$ cat src/rtl/ps_intr_ctrl.sv
// ps_intr_ctrl
// Interrupt responder for the program sequencer. The external interrupt line
// is synchronised and every rising edge becomes a pending request. The request
// is taken at an instruction boundary, or while the core sits in IDLE. Taking
// it redirects the PC to VECTOR_ADDR and pushes the return address onto a
// small hardware stack. An RTI pops that stack to supply the return PC.
//
// Ports:
//   clk               system clock, rising edge
//   reset             asynchronous, active-low reset
//   interrupt         external asynchronous request (rising edge = request)
//   ps_pc             address of the next instruction that would execute
//   ps_instr_boundary current instruction completes this cycle
//   ps_idle           core halted in IDLE
//   ps_rti            RTI completing this cycle
//   ps_irpten         global interrupt enable
//   int_take          one-cycle pulse: load int_vector into the PC
//   int_vector        constant ISR entry address
//   int_ret_valid     one-cycle pulse: load int_ret_addr into the PC
//   int_ret_addr      last popped return address
//   int_pending       request latched and not yet taken
//   int_active        return stack non-empty (inside an ISR)
//   int_wake          pulse alongside int_take when taken from IDLE
//   int_err           sticky: [0] merged request, [1] RTI with empty stack

module ps_intr_ctrl #(
   parameter int                  PMA_SIZE    = 16,
   parameter logic [PMA_SIZE-1:0] VECTOR_ADDR = 16'h0004,
   parameter int                  STACK_DEPTH = 4
) (
   input  logic                clk,
   input  logic                reset,
   input  logic                interrupt,
   input  logic [PMA_SIZE-1:0] ps_pc,
   input  logic                ps_instr_boundary,
   input  logic                ps_idle,
   input  logic                ps_rti,
   input  logic                ps_irpten,
   output logic                int_take,
   output logic [PMA_SIZE-1:0] int_vector,
   output logic                int_ret_valid,
   output logic [PMA_SIZE-1:0] int_ret_addr,
   output logic                int_pending,
   output logic                int_active,
   output logic                int_wake,
   output logic [1:0]          int_err
);

   typedef enum logic [1:0] {
      ST_WAIT = 2'd0,
      ST_PEND = 2'd1,
      ST_TAKE = 2'd2
   } state_t;

   // The stack pointer is 3 bits wide, so the storage is sized for the full
   // pointer range. Only the first STACK_DEPTH entries are ever written.
   localparam logic [2:0] DEPTH = 3'(STACK_DEPTH);

   state_t              state_q;
   state_t              state_d;
   logic                sync1;
   logic                sync2;
   logic                sync2_d;
   logic                int_edge;
   logic                pending_q;
   logic [2:0]          sp;
   logic [2:0]          sp_dec;
   logic [PMA_SIZE-1:0] stack [0:7];
   logic                stack_full;
   logic                eligible;
   logic                do_pop;
   logic                rti_underflow;
   logic                ret_valid_q;
   logic                wake_q;
   logic [1:0]          err_q;
   logic [PMA_SIZE-1:0] ret_addr_q;

   assign int_edge      = sync2 & ~sync2_d;
   assign stack_full    = (sp == DEPTH);
   assign sp_dec        = sp - 3'd1;
   assign do_pop        = ps_rti & (sp != 3'd0);
   assign rti_underflow = ps_rti & (sp == 3'd0);

   // Comparing state_q against ST_TAKE is the same as ~int_take.
   // It keeps the next-state process free of a feedback path through its
   // own output. The ~ps_rti term lets a simultaneous RTI win.
   assign eligible = pending_q & ps_irpten & (ps_instr_boundary | ps_idle)
                     & ~stack_full & ~ps_rti & (state_q != ST_TAKE);

   assign int_vector    = VECTOR_ADDR;
   assign int_ret_valid = ret_valid_q;
   assign int_ret_addr  = ret_addr_q;
   assign int_pending   = pending_q;
   assign int_active    = (sp != 3'd0);
   assign int_wake      = wake_q;
   assign int_err       = err_q;

   // Three-flop synchroniser. The third flop gives the previous synchronised
   // level, which is used for rising-edge detection.
   always_ff @(posedge clk or negedge reset) begin
      if (!reset) begin
         sync1   <= 1'b0;
         sync2   <= 1'b0;
         sync2_d <= 1'b0;
      end else begin
         sync1   <= interrupt;
         sync2   <= sync1;
         sync2_d <= sync2;
      end
   end

   // FSM state register.
   always_ff @(posedge clk or negedge reset) begin
      if (!reset) begin
         state_q <= ST_WAIT;
      end else begin
         state_q <= state_d;
      end
   end

   // Next state and the take pulse. TAKE always lasts exactly one cycle.
   // It falls back to PEND when a new request was latched during the take.
   always_comb begin
      state_d  = state_q;
      int_take = 1'b0;
      case (state_q)
         ST_WAIT: begin
            if (int_edge) begin
               state_d = ST_PEND;
            end
         end
         ST_PEND: begin
            if (eligible) begin
               state_d = ST_TAKE;
            end
         end
         ST_TAKE: begin
            int_take = 1'b1;
            if (pending_q | int_edge) begin
               state_d = ST_PEND;
            end else begin
               state_d = ST_WAIT;
            end
         end
         default: begin
            state_d = ST_WAIT;
         end
      endcase
   end

   // Pending latch and merge error.
   // An edge that lands on the same clock as the take is a fresh request, not
   // a merge, so pending re-arms without flagging int_err[0].
   always_ff @(posedge clk or negedge reset) begin
      if (!reset) begin
         pending_q <= 1'b0;
         err_q     <= 2'b00;
      end else begin
         if (eligible) begin
            pending_q <= int_edge;
         end else if (int_edge) begin
            pending_q <= 1'b1;
            if (pending_q) begin
               err_q[0] <= 1'b1;
            end
         end
         if (rti_underflow) begin
            err_q[1] <= 1'b1;
         end
      end
   end

   // Return-address stack.
   // A push and a pop can never coincide, because eligible excludes ps_rti.
   always_ff @(posedge clk or negedge reset) begin
      if (!reset) begin
         sp          <= 3'd0;
         ret_addr_q  <= '0;
         ret_valid_q <= 1'b0;
         wake_q      <= 1'b0;
         for (int i = 0; i < 8; i++) begin
            stack[i] <= '0;
         end
      end else begin
         ret_valid_q <= do_pop;
         wake_q      <= eligible & ps_idle;
         if (eligible) begin
            stack[sp] <= ps_pc;
            sp        <= sp + 3'd1;
         end else if (do_pop) begin
            sp         <= sp_dec;
            ret_addr_q <= stack[sp_dec];
         end
      end
   end

endmodule

$ cat config.mk
export PLATFORM = sky130hd
export DESIGN_NAME = ps_intr_ctrl
export DESIGN_NICKNAME = d
export VERILOG_FILES = /design/src/rtl/ps_intr_ctrl.sv
export SDC_FILE = /design/constraint.sdc
export NUM_CORES = 1
export LEC_CHECK = 0
export CORE_ASPECT_RATIO = 1.2
export CORE_MARGIN = 2
export CORE_UTILIZATION = 45
export DETAILED_ROUTE_END_ITERATION = 8
export PLACE_DENSITY = 0.7
export SKIP_CTS_REPAIR_TIMING = 1
export SYNTH_ARGS = -nofsm -noshare
export SYNTH_HDL_FRONTEND = slang
export SYNTH_SLANG_ARGS = --single-unit
$ cat constraint.sdc
create_clock -name clk -period 2.15 [get_ports clk]
set_clock_uncertainty 0.15 [all_clocks]
set_input_delay 0.43 -clock clk [delete_from_list [all_inputs] [get_ports clk]]
set_output_delay 0.43 -clock clk [all_outputs]
set_load 0.01 [all_outputs]
; After elaboration in Yosys (flattened, before gate mapping)
; Cells that the tools add are included.
[classes]
n_addsub = 2
bitwise_logic = 17
reduce_logical = 9
eq_ne = 6
mux = 15
n_lt_le_gt_ge = 3
[op_table]
columns = op, count
row1 = $bwmux W128, 1
row2 = $bmux W16 S3, 1
row3 = $demux W16 S3, 1
row4 = $mux W16, 3
row5 = $and A1 B1 Y1, 9
row6 = $ge A4 B4 Y1 const B, 2
row7 = $not A3 Y4, 2
row8 = $mux W3, 2
row9 = $ne A2 B2 Y1 const B, 3
row10 = $pmux W2 S3, 1
row11 = $lt A4 B1 Y1 const B, 1
row12 = $mux W1, 4
row13 = $mux W2, 2
row14 = $not A1 Y1, 4
row15 = $reduce_and A2 Y1, 2
row16 = $reduce_bool A2 Y1, 2
row17 = $add A3 B1 Y3 const B, 1
row18 = $eq A3 B3 Y1 const B, 1
row19 = $logic_not A3 Y1, 1
row20 = $reduce_and A3 Y1, 1
row21 = $reduce_bool A3 Y1, 1
row22 = $sub A3 B1 Y3 const B, 1
row23 = $eq A2 B1 Y1 const B, 1
row24 = $eq A2 B2 Y1 const B, 1
row25 = 3 further kinds, 4
[totals]
ff_bits = 157
output_inout_bits = 39

; Depth between registers and ports, before layout
; Gate-level depths: netlist of run 1.
[logic_depth]
ltp_word = 7
ltp_mapped = 7
mapped_depth_nobuf = 6

; Least setup slack after synthesis of run 1
; Ideal clock, no wire load.
[synth_timing]
path_kind = flip-flop to flip-flop
from = register sp[1]
to = register stack[10] (netlist bit)
path_slack_ps = -213
path_stages_with_launch = 8
synth_period_minus_slack_ps = 2363
arrival_ps = 2088
path_cell_list = dfrtp_1 > inv_1 > ha_1 > a2111oi_4 > and4_1 > buf_6 > buf_12 > mux2_4
[synth_between]
elab_chain_len = 6
word_cells_on_any_way = 12
[synth_lines]
columns = item, line
row1 = "start, declared", 66  ; logic [2:0] sp;
row2 = "start signal, assigned", 189  ; sp <= sp + 3'd1;
row3 = "start signal, assigned", 191  ; sp <= sp_dec;
row4 = $not A3 Y4 (not written as such), 188  ; stack[sp] <= ps_pc;
row5 = $ge A4 B4 Y1 (not written as such) or $lt A4 B1 Y1 (tied branches), 188
row6 = $logic_and A1 B1 Y1 (not written as such), 188
row7 = $mux W16 (not written as such), 188
row8 = $demux W16 S3, 188
row9 = $bwmux W128, 188
row10 = "end signal, assigned by index", 188
row11 = "end, declared", 68  ; logic [PMA_SIZE-1:0] stack [0:7];
; Parallel ways exist; a longest one is shown, timed or not.
; A chain may end at the register's enable or synchronous reset.

; Worst setup path in the final report of run 1
[layout_timing]
from = register state_q[1]
to = register stack[47] (netlist bit)
[layout_between]
elab_chain_len = 2
[layout_lines]
columns = item, line
row1 = "start, declared", 59  ; state_t state_q;
row2 = "start signal, assigned", 117  ; state_q <= state_d;
row3 = $ne A2 B2 Y1, 88  ; & ~stack_full & ~ps_rti & (state_q != ST_TAKE);
row4 = $and A1 B1 Y1, 88
; No other way between the ends.

==> metrics.md, run 1 <==
| Metric | Value |
|---|---|
| Final hold slack | `0.2008 ns` |
| Synth unique cells | `39` |
| Slew Limit Fails | `0` |
| Slowest stage delay, CP | `0.39 ns` |
| Yosys reg bits | `157` |
| Critical Path End | `stack[47]` |
| CTS tree | `yes` |
| R2r worst-path depth | `6` |
| Startpoint types | `flop` |
| Clk slew on worst S/H paths | `0.07 ns` |
| CTS H-Tree Depth | `4` |
| Clock net sink count | `157` |
| Vias per inst | `5.386` |
| Rows | `49` |
| Critical path arrival | `2.26 ns` |
| Remaining DRCs | `0` |
| Seq/Total Area, Yosys | `56.15%` |
| CP cell instances | `nor2b_4, buf_12, a2111oi_4, and3_4, buf_12, mux2_2` |
| Largest net degree at the start of global routing | `54` |
| Synth Instances | `456` |
| Clock tree buffer depth | `2` |
| Via count | `4018` |
| Vias in the first global route | `4376` |
| # diodes | `0` |
| Slew headroom | `65.04%` |
| Crit path max fanout | `16` |
| Layout cell share with drive strength beyond 1 | `44.46%` |
| Crit path buffers/inverters | `2` |
| Critical path capture point type | `flop` |
| Max-cap viol count | `0` |
| Terminus of the critical flop-to-flop path | `stack[47]` |
| Routability Congestion | `0.8106` |
| Status | `finished, final reports clean` |
| IO Port Bufs | `45` |
| Period Utilization, post-route | `98.30%` |
| Placed cell area | `0.007915 sq mm` |
| Grt total ovfl | `0` |
| Crit path max-delay family | `simple AND/OR/NAND/NOR gates` |
| Total Routing Usage GR | `18.98%` |
| Synth-to-layout area growth | `22.85%` |
| Final instance area | `0.008596 sq mm` |
| Yosys warns | `0` |
| First-pass GRT wire length | `24.11 mm` |
| WL per Instance | `19.70 microns` |
| Final min period | `2.113 ns` |
| Die Area | `0.01657 sq mm` |
| Hold crit path type | `flop to flop` |
| Fin worst setup slack | `0.03661 ns` |
| Finished Layout Cells | `746` |
| F_max | `473.2 MHz` |
| Worst-Margin Slew | `0.5243 ns` |
| Leakage power | `3.820 nW` |
| Reg2Reg Setup Slack | `0.04 ns` |
| Initial DRC Count | `192` |
| Most used cell along the critical path | `buf_12` |
| Area of the core | `0.01508 sq mm` |
| Nets | `555` |
| Final core utilization | `56.99%` |
| FF-to-FF Start | `state_q[1]` |
| Clock tree root buffer cell | `clkbuf_16` |
| Routed Antenna Nets | `0` |
| Post-Syn Area per Cell | `15.34 sq um` |
| Slowest CP cell | `a2111oi_4` |
| Detailed Place HPWL | `9.400 mm` |
| Initial core utilization | `46.39%` |
| Final hold vios | `0` |
| Die Y | `140.6 microns` |
| Placement Setup Slack | `-0.3798 ns` |
| Worst path depth | `6` |
| Post-synth design cell area | `0.006997 sq mm` |
| Critical path origin | `state_q[1]` |
| Required @ worst endpoint | `2.29 ns` |
| DR pass1 iterations | `4` |
| DIE WIDTH | `117.8 microns` |
| Ports | `62` |
| Critical setup path kind | `flop to flop` |
| Antenna violations before repair | `0` |
| Final setup fails | `0` |
| Pwr per Cell Area | `1516 mW/mm^2` |
| CTS Buf Count | `17` |
| Final wirelength | `14.70 mm` |
| VDD IR-drop max | `0.7961 mV` |
| Clk_lat worst skew | `0.42 ns` |
| Placed Cells | `710` |
[cell type report]
| class | count | area (sq um) |
|---|---|---|
| Fill cell | 1202 | 6486 |
| Sequential cell | 157 | 3933 |
| Multi-Input combinational cell | 268 | 2907 |
| Timing Repair Buffer | 81 | 900.9 |
| Clock buffer | 17 | 425.4 |
| Tap cell | 204 | 255.2 |
| Clock inverter | 15 | 160.2 |
| Inverter | 4 | 15.01 |
[synth_stat cells (all sizes together)]
| cell type | instances | area (sq um) |
|---|---|---|
| inv | 4 | 15.01 |
| o21bai | 1 | 7.510 |
| nor2b | 3 | 26.27 |
| nor3b | 1 | 7.510 |
| a21oi | 1 | 5.000 |
| nand2b | 2 | 12.51 |
| a2111o | 1 | 11.26 |
| nand2 | 3 | 11.26 |
| mux4 | 32 | 720.7 |
| nor4 | 1 | 12.51 |
| nor3 | 1 | 5.000 |
| a31o | 1 | 8.760 |
| o22ai | 17 | 106.4 |
| xnor2 | 2 | 17.52 |
| a211o | 1 | 8.760 |
| and3 | 3 | 18.77 |
| a22oi | 1 | 7.510 |
| nand3b | 1 | 20.02 |
| and2 | 3 | 18.77 |
| conb | 2 | 7.510 |
| dfrtp | 157 | 3929 |
| nor2 | 39 | 146.4 |
| o21ai | 2 | 10.01 |
| nand3 | 1 | 17.52 |
| ha | 3 | 37.54 |
| a21o | 1 | 7.510 |
| clkbuf | 11 | 41.29 |
| a211oi | 1 | 7.510 |
| a2111oi | 1 | 27.53 |
| buf | 30 | 236.5 |
| mux2 | 128 | 1479 |
| and4 | 1 | 8.760 |
[cells in the final DEF, fill, tap and decap left out, types with 3 or more instances in the layout]
cell type	count
nor2_1	39
o22ai_1	17
buf_12	12
dfrtp_1	154
and2_1	3
mux4_2	32
clkdlybuf4s50_1	42
mux2_2	104
buf_4	21
dfrtp_2	3
clkbuf_16	18
conb_1	16
inv_6	5
clkinvlp_4	5
nand2_1	3
mux2_4	22
[power by group]
part           leakage [nW]  switching (mW)  total [mW]  internal [mW]
registers              1.97           0.733        5.04           4.31
clock network         0.273            1.24        2.96           1.72
logic                  1.58            2.01        5.03           3.02
[per-stage QoR]
stage | setup TNS [ns] | power, mW
6_report | 0 | 13.03
3_5_place_dp | -36.97 | 10.10
5_1_grt | -0.09693 | 13.77
4_1_cts | -0.2491 | 13.12
3_3_place_gp | -31.21 | 9.868
2_1_floorplan | -1.884 | 8.355
[layer usage]
layer / routed length (microns) / global-route usage (%) / vias up
met5: 0 / 0 / -
met4: 353 / 6.912 / 0
met3: 530 / 3.883 / 26
met2: 7334 / 31.24 / 90
met1: 6480 / 25.14 / 2116
li1: - / - / 1786
[kinds of logic (layout without fill, tap and decap cells)]
logic type               after synthesis  in the layout  synth area share, %
buffers and inverters                 45            117                4.184
AO/OA/AOI/OAI                         28             28                2.969
other                                  2             16               0.1073
multiplexers                         160            160                31.44
flip-flops                           157            157                56.15
AND/OR/NAND/NOR                       59             59                4.363
adder cells (fa/ha/maj)                3              3               0.5365
XOR/XNOR                               2              2               0.2504
[how the worst min path moves through the flow]
stage               startpoint         endpoint  slack [ns]  cells past startpoint
floorplan                reset       int_err[0]       -0.02                      0
global placement         sync2          sync2_d        0.21                      0
detailed placement       sync1            sync2        0.19                      0
CTS                      reset  int_ret_addr[3]       -0.16                      1
global route             sync1            sync2        0.21                      0
finish                   sync1            sync2        0.20                      0
[state kept, by name (all words and copies together), names as in the netlist]
name,count
int_err,2
int_pending,1
int_ret_addr,16
int_ret_valid,1
int_wake,1
sp,3
stack,128
state_q,2
sync1,1
sync2,1
sync2_d,1
(Power assumes the default switching activity.)
==> run 2: changes to the inputs <==
--- a/config.mk
+++ b/config.mk
@@ -7,9 +7,9 @@
 export LEC_CHECK = 0
 export CORE_ASPECT_RATIO = 1.2
 export CORE_MARGIN = 2
-export CORE_UTILIZATION = 45
+export CORE_UTILIZATION = 52
 export DETAILED_ROUTE_END_ITERATION = 8
-export PLACE_DENSITY = 0.7
+export PLACE_DENSITY = 0.79
 export SKIP_CTS_REPAIR_TIMING = 1
 export SYNTH_ARGS = -nofsm -noshare
 export SYNTH_HDL_FRONTEND = slang
==> run 2 against run 1 <==
  * The flow now finishes with violations (setup timing)
  * Fmax decreased by 2.4%
  * Flip-flop and latch count unchanged
  * Cell count decreased by 4.0%
  * Non-clock buffer count increased by 7
  * Combinational power rose by 3%
  * Setup slack lost 0.053 ns
  * Register-to-register slack worse by 0.04 ns
  * Global-route usage grew 3.4 points
  * First-iteration DRC count is 31% higher
  * Critical endpoint is now stack[75]
  * Clock power is 4% higher
  * Sequential share of layout area decreased by 0.52 points
  * Largest cell class unchanged
  * Via count rose by 4.0%
==> metrics.md, run 2 (synthesized netlist as in run 1, its figures left out) <==
| Metric | Value |
|---|---|
| Area of the core | `0.01318 sq mm (-13%)` |
| Routability Congestion | `0.8407 (+3.7%)` |
| Register area | `0.003931 sq mm (about the same)` |
| Slowest stage delay, CP | `0.51 ns (+0.12 ns)` |
| Detailed Place HPWL | `9.175 mm (-2.4%)` |
| Crit path max-delay family | `buffers and inverters` |
| Ports | `62 (unchanged)` |
| Hold crit path type | `flop to flop` |
| Status | `complete, but fails checks` |
| Footprint of the multi-input gates | `0.002995 sq mm (+3.1%)` |
| Startpoint types | `input port` |
| Placed Cells | `677 (-4.6%)` |
| Commonest non-fill, non-tap cell in the layout | `dfrtp_1` |
| Largest reg by FF count | `stack` |
| Critical path capture point type | `flop` |
| Required @ worst endpoint | `2.30 ns (about the same)` |
| Leakage power | `3.917 nW (+2.5%)` |
| Crit path max fanout | `8 (-8)` |
| RSZ-0062 raised after global routing | `yes` |
| Max-cap viol count | `0 (unchanged)` |
| Max reg flops | `128 (unchanged)` |
| Die Y | `131.1 microns (-6.8%)` |
| Total Routing Usage GR | `22.33% (+3.4 points)` |
| Layout cell share with drive strength beyond 1 | `45.26% (+0.79 points)` |
| Period Utilization, post-route | `100.7% (+2.5 points)` |
| F_max | `461.7 MHz (-2.4%)` |
| Pwr per Cell Area | `1543 mW/mm^2 (+1.8%)` |
| Initial DRC Count | `251 (+31%)` |
| IO Port Bufs | `45 (unchanged)` |
| Fin worst setup slack | `-0.01610 ns (-0.05271 ns)` |
| Final wirelength | `16.10 mm (+9.6%)` |
| Rows | `46 (-6.1%)` |
| DR pass1 iterations | `4 (unchanged)` |
| Grt total ovfl | `0 (unchanged)` |
| Antenna violations before repair | `0 (unchanged)` |
| Clock tree root buffer cell | `clkbuf_16` |
| Via count | `4177 (+4.0%)` |
| Die Area | `0.01440 sq mm (-13%)` |
| Clk slew on worst S/H paths | `0.06 ns (about the same)` |
| VDD IR-drop max | `0.8060 mV (+1.2%)` |
| Critical setup path kind | `input port to flop` |
| Final setup fails | `14 (+14)` |
| Finished Layout Cells | `716 (-4.0%)` |
| Clock tree buffer depth | `2 (unchanged)` |
| Initial core utilization | `53.09% (+6.7 points)` |
| Violated checks | `setup timing` |
| WL per Instance | `22.49 microns (+14%)` |
| First-pass GRT wire length | `23.65 mm (-1.9%)` |
| Final hold vios | `0 (unchanged)` |
| CP cell instances | `clkdlybuf4s50_1, nand3b_4, buf_4, nor4_2, and3_1, buf_4, mux2_2` |
| Placement Setup Slack | `-0.4189 ns (-0.03907 ns)` |
| Most used cell along the critical path | `buf_4` |
| CTS Buf Count | `17 (unchanged)` |
| Synth-to-layout area growth | `24.21%` |
| CTS tree | `yes` |
| Crit path buffers/inverters | `3 (+1)` |
| # diodes | `0 (unchanged)` |
| Vias per inst | `5.834 (+8.3%)` |
| Routed Antenna Nets | `0 (unchanged)` |
| Final core utilization | `65.94% (+8.9 points)` |
| DIE WIDTH | `109.9 microns (-6.7%)` |
| Clk_lat worst skew | `0.42 ns (about the same)` |
| Most frequent cells in the layout | `155 x dfrtp_1, 80 x mux2_2, 48 x mux2_4, 42 x clkdlybuf4s50_1, 39 x nor2_1` |
| Largest net degree at the start of global routing | `47 (-13%)` |
| Critical path arrival | `2.31 ns (+0.05 ns)` |
| CTS H-Tree Depth | `4 (unchanged)` |
| Nets | `562 (+1.3%)` |
| Slowest CP cell | `clkdlybuf4s50_1` |
| Slew Limit Fails | `0 (unchanged)` |
| Fillers | `881 (-27%)` |
| Final Power | `13.41 mW (+2.9%)` |
| Clock net sink count | `157 (unchanged)` |
| Vias in the first global route | `4303 (-1.7%)` |
| Remaining DRCs | `0 (unchanged)` |
| Final min period | `2.166 ns (+0.05271 ns)` |
-- run 2: final timing paths --
check | startpoint | end | slack [ns] | cells past startpoint
max | ps_irpten | stack[75] | -0.02 | 7
min | sync1 | sync2 | 0.20 | 0
max reg2reg | sp[1] | stack[10] | 0 | 6
min reg2reg | sync1 | sync2 | 0.20 | 0
max in group asynchronous | reset | stack[13] | 0.82 | 3
min in group asynchronous | reset | stack[64] | 0.38 | 2
-- run 2: cell type report --
| class | count | area share, % |
|---|---|---|
| clock buffers | 20 | 5.370 |
| clock inverters | 11 | 1.627 |
| inverters | 4 | 0.1728 |
| multi-input cells | 268 | 34.47 |
| flip-flops and latches | 157 | 45.23 |
| well taps | 168 | 2.419 |
| repair buffers | 88 | 10.71 |
-- run 2: per-layer routing --
metal	routed length, microns	vias up	global-route usage (%)
li1	-	1787	-
met1	6586	2240	30.88
met2	8312	128	35.69
met3	865	22	3.905
met4	337	0	8.340
met5	0	-	0
-- run 2: power breakdown --
part | switching (mW) | total, mW | internal [mW] | leakage [nW]
clock network | 1.18 | 3.09 | 1.90 | 0.294
logic | 2.07 | 5.19 | 3.12 | 1.65
registers | 0.811 | 5.12 | 4.31 | 1.97
-- run 2: through the flow --
step	area (sq um)	hold slack (ns)	TNS, ns
final	8691	0.1993	-0.08814
after floorplan	7114	-0.01559	-1.884
after global placement	7843	0.1849	-39.99
after detailed placement	7843	0.1862	-43.88
after global routing	8691	0.2185	-5.677
after CTS	8451	-0.1811	-2.851
==> variant: new RTL, settings of run 2 <==
The parameter `PMA_SIZE` goes from 16 to 8.
--- a/src/rtl/ps_intr_ctrl.sv
+++ b/src/rtl/ps_intr_ctrl.sv
@@ -24,7 +24,7 @@
 //   int_err           sticky: [0] merged request, [1] RTI with empty stack
 
 module ps_intr_ctrl #(
-   parameter int                  PMA_SIZE    = 16,
+   parameter int                  PMA_SIZE    = 8,
    parameter logic [PMA_SIZE-1:0] VECTOR_ADDR = 16'h0004,
    parameter int                  STACK_DEPTH = 4
 ) (
Interface: changed (resized int_ret_addr, int_vector and ps_pc); port bits go from 62 to 38. The function was not compared with the original's and may differ.
==> variant against run 2 <==
  * The flow still finishes with violations (negative setup slack)
  * Highest routed layer unchanged
  * Power down 49%
  * Via count down 39%
  * Core utilization down 1.8 points
  * Area after synthesis down 42%
  * Routed wire length down 47%
  * Setup slack better by 0.011 ns
  * Global-route usage down 0.78 points
  * Sequential cell count down 72
  * Design area down 43%
==> variant: results (changes against run 2) <==
- Arr. time, crit path: 2.24 ns (-0.07 ns)
- Post-DP HPWL: 5776 um (-37%)
- Met3 routed WL: 349 um (-60%)
- Number of port buffers: 29 (-36%)
- Delay-heaviest family, CP: simple AND/OR/NAND/NOR gates
- M2 GR Usage: 36.22% (+0.53 points)
- Critical-path top delay cell: or3b_4
- Met2 Routed Length: 4360 um (-48%)
- TritonCTS Buffers: 9 (-8)
- Htree depth: 3 (-1)
- Largest register FFs: 64 (-50%)
- Root Driver: clkbuf_8
- Pre-CTS setup slack: -0.2019 ns (+0.2170 ns)
- Leakage: 2.102 nW (-46%)
- Met3 GRT Util: 4.013% (+0.11 points)
- Sequential share of the synthesized area: 52.15% (-4.0 points)
- Layout Nets: 348 (-38%)
- Tot GR Track Use: 21.56% (-0.78 points)
- Final setup vio count: 3 (-11)
- First-pass GRT wire length: 14020 um (-41%)
- Crit path largest cell delay: 0.42 ns (-0.09 ns)
- Status: finished with violations
- DP Cell Count: 407 (-40%)
- Post-synth top cells: dfrtp_1, mux2_2, a211oi_1
- Total routed wirelength: 8548 um (-47%)
- Setup_tns: -0.009057 ns (+0.07908 ns)
- Layout cells sized above 1: 41.79% (-3.5 points)
- Synth cell types: 44 (+13%)
- Gpl congestion: 0.7763 (-7.7%)
- Fillers: 558 (-37%)
- Fin worst setup slack: -0.004639 ns (+0.01146 ns)
- Cells after Synth: 281 (-38%)
- DRT met1 WL: 3675 um (-44%)
- Worst-Skew Late Latency: 0.35 ns (-0.07 ns)
- Failing checks: negative setup slack
- Initial drt markers: 164 (-35%)
==> variant: path summary, 6_finish.rpt <==
kind                             from  slack [ns]        end  cells after the start
min in group asynchronous       reset        0.41  stack[62]                      2
worst max-delay path            sp[0]      -0.005  stack[48]                      6
worst min register to register  sync1        0.21      sync2                      0
max in group asynchronous       reset        0.85      sp[0]                      3
worst max register to register  sp[0]      -0.005  stack[48]                      6
worst min-delay path            sync1        0.21      sync2                      0
==> variant: logic make-up after synthesis <==
| kind of cell | after synthesis | share of synthesized area, % |
|---|---|---|
| AO/OA/AOI/OAI | 37 | 6.718 |
| AND/OR/NAND/NOR | 42 | 8.742 |
| other | 2 | 0.1841 |
| buffers and inverters | 31 | 4.478 |
| adder cells (fa/ha/maj) | 3 | 0.9203 |
| multiplexers | 80 | 26.60 |
| flip-flops | 85 | 52.15 |
| XOR/XNOR | 1 | 0.2148 |
==> variant: worst register-to-register path: stages, from the launching register on <==
cell and delay (ns):
dfrtp_1 0.38, buf_4 0.13, buf_12 0.19, or3b_4 0.43
nor4_4 0.22, buf_6 0.20, mux2_2 0.35
==> variant: final cells by class <==
| type | instances | area (um2) | area share [%] |
|---|---|---|---|
| clock inverters | 5 | 82.58 | 1.679 |
| well taps | 92 | 115.1 | 2.341 |
| clock buffers | 11 | 151.4 | 3.079 |
| repair buffers | 57 | 585.6 | 11.91 |
| multi-input cells | 171 | 1828 | 37.18 |
| flip-flops and latches | 85 | 2127 | 43.26 |
| inverters | 6 | 27.53 | 0.5598 |
==> variant: power by group <==
part           internal, W  total, W  switching [W]  leakage, nW
logic              0.00166   0.00295        0.00129        0.917
clock network     0.000720   0.00130       0.000582        0.120
registers          0.00226   0.00264       0.000374         1.07
total              0.00465   0.00689        0.00224         2.10
